`src/rtl/imem_pkg.sv`:
```
// Shared constants and helpers for the fetch-stage instruction memory.
// Fault encodings, the NOP returned on faulting fetches, and the byte-lane count.
package imem_pkg;

    localparam logic [1:0] FAULT_NONE     = 2'b00;
    localparam logic [1:0] FAULT_MISALIGN = 2'b01;
    localparam logic [1:0] FAULT_RANGE    = 2'b10;

    // addi x0, x0, 0
    localparam logic [31:0] NOP_INSTR = 32'h0000_0013;

    localparam int unsigned NUM_LANES = 4;

    typedef logic [31:0] word_t;

    // Misalignment outranks out-of-range when both apply.
    function automatic logic [1:0] fault_decode(input logic misalign, input logic out_of_range);
        logic [1:0] fault;
        fault = FAULT_NONE;
        if (misalign) begin
            fault = FAULT_MISALIGN;
        end else if (out_of_range) begin
            fault = FAULT_RANGE;
        end
        return fault;
    endfunction

endpackage

```
`src/rtl/imem_ram.sv`:
```
// Word-organised program store: one byte-lane-masked write port and one registered read port.
// The array itself is never reset; only the read data register is.
module imem_ram
    import imem_pkg::*;
#(
    parameter int unsigned DEPTH_WORDS = 64
) (
    input  logic                           clk,
    input  logic                           reset,
    input  logic                           we,
    input  logic [$clog2(DEPTH_WORDS)-1:0] waddr,
    input  logic [31:0]                    wdata,
    input  logic [NUM_LANES-1:0]           wbe,
    input  logic                           re,
    input  logic [$clog2(DEPTH_WORDS)-1:0] raddr,
    output logic [31:0]                    rdata
);

    word_t mem_q [DEPTH_WORDS];
    word_t rdata_d, rdata_q;

    for (genvar lane = 0; lane < NUM_LANES; lane++) begin : g_lane
        always_ff @(posedge clk) begin
            if (we && wbe[lane]) begin
                mem_q[waddr][8*lane +: 8] <= wdata[8*lane +: 8];
            end
        end
    end

    always_comb begin
        rdata_d = rdata_q;
        if (reset) begin
            rdata_d = '0;
        end else if (re) begin
            rdata_d = mem_q[raddr];
        end
    end

    always_ff @(posedge clk) begin
        rdata_q <= rdata_d;
    end

    assign rdata = rdata_q;

endmodule

```
`src/rtl/instr_fetch_mem.sv`:
```
// Handshaked instruction memory for the fetch stage: one instruction per accepted PC, one cycle
// of latency, with a run-time loader port, redirect flush and misaligned/out-of-range flagging.
module instr_fetch_mem
    import imem_pkg::*;
#(
    parameter int unsigned DEPTH_WORDS = 64,
    parameter int unsigned ADDR_W      = 32
) (
    input  logic                 clk,
    input  logic                 reset,
    input  logic                 flush,
    input  logic                 load_en,
    input  logic [ADDR_W-1:0]    load_addr,
    input  logic [31:0]          load_data,
    input  logic [NUM_LANES-1:0] load_be,
    input  logic                 req_valid,
    output logic                 req_ready,
    input  logic [ADDR_W-1:0]    req_pc,
    output logic                 rsp_valid,
    input  logic                 rsp_ready,
    output logic [31:0]          rsp_instr,
    output logic [ADDR_W-1:0]    rsp_pc,
    output logic [1:0]           rsp_fault
);

    localparam int unsigned IDX_W = $clog2(DEPTH_WORDS);

    if (DEPTH_WORDS < 2 || (DEPTH_WORDS & (DEPTH_WORDS - 1)) != 0) begin : g_bad_depth
        $error("DEPTH_WORDS must be a power of two and at least 2");
    end
    if (ADDR_W <= IDX_W + 2) begin : g_bad_addr_w
        $error("ADDR_W too narrow for DEPTH_WORDS");
    end

    // Fetch decode
    logic             pc_misalign;
    logic             pc_out_of_range;
    logic [1:0]       req_fault;
    logic [IDX_W-1:0] req_idx;
    logic             req_accept;

    assign pc_misalign     = |req_pc[1:0];
    assign pc_out_of_range = |req_pc[ADDR_W-1:IDX_W+2];
    assign req_fault       = fault_decode(pc_misalign, pc_out_of_range);
    assign req_idx         = req_pc[IDX_W+1:2];

    // Loader decode; the byte offset of a load address carries no meaning.
    logic             load_out_of_range;
    logic [IDX_W-1:0] load_idx;
    logic             unused_load_lsb;

    assign load_out_of_range = |load_addr[ADDR_W-1:IDX_W+2];
    assign load_idx          = load_addr[IDX_W+1:2];
    assign unused_load_lsb   = ^load_addr[1:0];

    // Output register
    logic              rsp_valid_d, rsp_valid_q;
    logic [ADDR_W-1:0] rsp_pc_d, rsp_pc_q;
    logic [1:0]        rsp_fault_d, rsp_fault_q;

    assign req_ready  = !reset && !flush && !load_en && (!rsp_valid_q || rsp_ready);
    assign req_accept = req_valid && req_ready;

    always_comb begin
        rsp_valid_d = rsp_valid_q;
        rsp_pc_d    = rsp_pc_q;
        rsp_fault_d = rsp_fault_q;
        if (reset) begin
            rsp_valid_d = 1'b0;
            rsp_pc_d    = '0;
            rsp_fault_d = FAULT_NONE;
        end else if (flush) begin
            rsp_valid_d = 1'b0;
        end else if (req_accept) begin
            rsp_valid_d = 1'b1;
            rsp_pc_d    = req_pc;
            rsp_fault_d = req_fault;
        end else if (rsp_ready) begin
            rsp_valid_d = 1'b0;
        end
    end

    always_ff @(posedge clk) begin
        rsp_valid_q <= rsp_valid_d;
        rsp_pc_q    <= rsp_pc_d;
        rsp_fault_q <= rsp_fault_d;
    end

    // Store; the read register only advances on a non-faulting accept, so it holds under stall.
    logic        ram_we;
    logic        ram_re;
    logic [31:0] ram_rdata;

    assign ram_we = load_en && !load_out_of_range && !reset;
    assign ram_re = req_accept && (req_fault == FAULT_NONE);

    imem_ram #(
        .DEPTH_WORDS(DEPTH_WORDS)
    ) u_ram (
        .clk  (clk),
        .reset(reset),
        .we   (ram_we),
        .waddr(load_idx),
        .wdata(load_data),
        .wbe  (load_be),
        .re   (ram_re),
        .raddr(req_idx),
        .rdata(ram_rdata)
    );

    always_comb begin
        rsp_valid = rsp_valid_q;
        rsp_pc    = rsp_pc_q;
        rsp_fault = rsp_fault_q;
        rsp_instr = (rsp_fault_q != FAULT_NONE) ? NOP_INSTR : ram_rdata;
    end

    stall_holds_response: assert property (
        @(posedge clk) disable iff (reset)
        (rsp_valid_q && !rsp_ready && !flush)
            |=> (rsp_valid_q && $stable(rsp_pc_q) && $stable(rsp_fault_q) && $stable(rsp_instr))
    );

    no_load_fetch_overlap: assert property (
        @(posedge clk) disable iff (reset) !(ram_we && ram_re)
    );

endmodule

```
`config.mk`:
```
export PLATFORM = sky130hd
export DESIGN_NAME = instr_fetch_mem
export DESIGN_NICKNAME = d
export VERILOG_FILES = /design/src/rtl/imem_pkg.sv /design/src/rtl/imem_ram.sv /design/src/rtl/instr_fetch_mem.sv
export SDC_FILE = /design/constraint.sdc
export NUM_CORES = 2
export LEC_CHECK = 0
export BUFFER_PORTS_ARGS = -buffer_cell sky130_fd_sc_hd__buf_2
export CORE_MARGIN = 8
export CORE_UTILIZATION = 57
export DETAILED_ROUTE_END_ITERATION = 7
export PLACE_DENSITY = 0.71
export SYNTH_ARGS = -nofsm -noshare
export SYNTH_HDL_FRONTEND = slang
export SYNTH_SLANG_ARGS = --single-unit
```
`constraint.sdc`:
```
create_clock -name clk -period 2.8 [get_ports clk]
set_input_delay 0.14 -clock clk [delete_from_list [all_inputs] [get_ports clk]]
set_output_delay 0.14 -clock clk [all_outputs]
set_load 0.01 [all_outputs]
```
==> impl_metrics.ini <==
[clocking]
cts.path.max_buffers = 3
cts_root_buf = clkbuf_16
clock_sinks = 2115
post_cts_buffers = 0
htreeDepth = 4
cts_buffers = 203
insertion_delay_ns = 0.84
cts.reportedPaths.clkPinSlew_ns = 0.06
cts_tree = built

[drt]
finalWirelength_mm = 211
ant_nets = 0
first_pass_iters = 8
wl_per_cell_um = 31.2
num_vias = 43600
drt-initial-drc-count = 5050
viasPerCell = 6.44
drc = 115

[worst_setup_path]
ff2ff_path_depth = 6
path_class = reg2out
end_kind = primary output
required_ns = 2.66
worstPathArrival_ns = 2.30
crit_fanout = 30
start_kind = flop
r2r_slack_ns = 0.66

[timing]
fmax_mhz = 410
fin_crit_ns = 2.44
hold_viol = 0
finalSetupViolations = 0
worst_clock_skew_ns = 0.0372
slew_headroom_pct = 14.4
finalSetupTns_ns = 0
drv_slew = 0
rsz0062_at_grt = no
worst_slew_pin_slew_ns = 1.28
timing.hold.ws_ns = 0.0765
min_period_over_period_pct = 87.2
setup_ws_ns = 0.358

[layout]
area_growth_pct = 16.2
multi_input_area_sq_um = 18000
nNetsFinal = 4776
final_common_cell = edfxtp_1
drive_above_1_share_pct = 27.9
mostFrequentLayoutCells = 2,048 x edfxtp_1, 442 x mux4_2, 373 x buf_4, 269 x nor2_1, 267 x mux2i_1
seqCellArea_sq_um = 62800
nFillCells = 9062

[power]
p_switching_uw = 13400
powerDensity_nw_per_um2 = 682
seqPwrFrac_pct = 53.5
p_comb_share_pct = 4.5
ir_drop_mv = 0.587
sw_frac_of_total_pct = 20.7
leakagePower_uw = 0.0314
p_int_uw = 51500
power_frac_clock_pct = 42.0

[placement]
io_buffers = 171
post-place-ws_ns = 0.221
dp_hpwl_mm = 132
place.gp.congestion = 0.874

[floorplanning]
start_util_pct = 57.2
std_cell_rows = 139
io_pins = 174
coreArea_sq_um = 143000
die_y_um = 395
die_width_um = 395
design.die.area_sq_um = 156000

[synth]
ys_ff_latch = 2115
syn_nets = 4166
synthFlopType = edfxtp_1
synthesis.instances = 4060
yosysTopAreaCellShare_pct = 75.1
synthArstFlopShare_pct = 0
avgSynthCellArea_sq_um = 20.2
synth_area_sq_um = 81900
yosysUniqueCellTypes = 49
ys_seq_area_share_pct = 76.7
synth_edf_count = 2048
yosys.area.top_type = edfxtp_1
ys_warn_count = 0
synth_area_leaders = edfxtp_1 75%, mux4_2 12%, mux2i_1 3.3%

[global_routing]
grt_start_max_net_pins = 65
grt_pass1_vias = 43400
grt_pass1_wl_mm = 303
antenna_found_initial = 27
grt_use_total_pct = 26.6
gr-total-overflow = 0

[min_path]
whs_path_depth = 4
hold_class = in2reg

[run_status]
violations = design-rule violations
status = complete, but fails checks

[job]
cap_violations = 0
[worst paths after layout]
kind / end / from
worst max-delay path: rsp_instr[23] / rsp_fault[1]
worst min-delay path: u_ram.mem_q[55][27] / load_be[3]
worst max register to register: rsp_pc[12] / rsp_valid
worst min register to register: rsp_pc[2] / rsp_pc[2]
[cells in the mapped netlist, types with 2 or more instances]
library cell and instances:
edfxtp_1 2048, mux4_2 442, nor2_1 272, mux2i_1 267, nand2_1 169, clkbuf_1 128
a22oi_1 127, nand3_1 90, buf_2 83, dfxtp_1 67, a21oi_1 61, and2_1 34
nand3b_1 32, a22o_1 31, a31oi_1 30, nand4_1 30, a311o_1 29, buf_1 24
buf_6 11, nor4_1 9, buf_4 8, o21ai_0 8, nor3b_1 6, a221oi_1 5
nor2b_1 5, nor3_1 5, and3b_1 4, nand2b_1 4, and3_1 3, or3_1 3
a211oi_1 2, and4_1 2, inv_1 2, o2111ai_1 2, o21a_1 2, or4_1 2
[state kept, by name (all words and copies together) (netlist names)]
name	flops
rsp_fault	2
rsp_pc	32
rsp_valid	1
u_ram.mem_q	2048
u_ram.rdata	32
[power by group through the flow]
stage	sequential, uW	clock (uW)	combinational (uW)
global placement	35400	0	2790
detailed placement	35400	0	2850
floorplan	35400	0	1510
finish	34700	27300	2930
global route	34700	28700	3080
CTS	34700	27600	2930
[per-stage QoR]
| stage | util (%) | total power (uW) | cell area (sq um) | instances |
|---|---|---|---|---|
| 2_1_floorplan | - | 36900 | 81900 | 4060 |
| 3_3_place_gp | 61.3 | 38200 | 87800 | 6298 |
| 3_5_place_dp | 61.3 | 38200 | 87800 | 6298 |
| 4_1_cts | 66.5 | 65200 | 95200 | 6746 |
| 5_1_grt | 66.5 | 66500 | 95200 | 6749 |
| 6_report | 66.5 | 64900 | 95200 | 6764 |
[worst max-delay path, stage by stage (launching register included)]
cell	delay, ns
dfxtp_1	0.35
nor2_2	0.11
buf_4	0.40
and2_1	0.37
buf_2	0.20
[repair_timing]
action | 4_1_cts | 5_1_grt
endpoints found under the setup margin | 0 | 0
hold endpoints to repair | 282 | 0
hold buffers | 70 | 0
gates resized for setup | 0 | 0
[cell families (layout without fill, tap and decap cells)]
group	Yosys count	in the layout	share of synthesized area, %
and+or+nand+nor	675	675	3.76
buffers and inverters	256	1039	1.44
muxes	709	709	15.4
AOI/OAI and AO/OA	305	305	2.69
other	0	18	0
DFF	2115	2115	76.7
[per-layer routing]
metal / global-route usage (%) / wire length, um / vias up
met4: 11.5 / 9510 / 16
met1: 35.3 / 78300 / 22600
met3: 7.69 / 22600 / 492
li1: - / - / 17900
met2: 41.7 / 100000 / 2516
met5: 0 / 128 / -
[cell type report]
type	instances	area share, %
inverters	2	0.00788
well taps	1903	2.50
repair buffers	659	5.57
clock inverters	125	1.30
diodes	18	0.0473
flip-flops and latches	2115	66.0
multi-input cells	1689	18.9
clock buffers	253	5.70
Note: power is estimated with default switching activity, not from simulation.
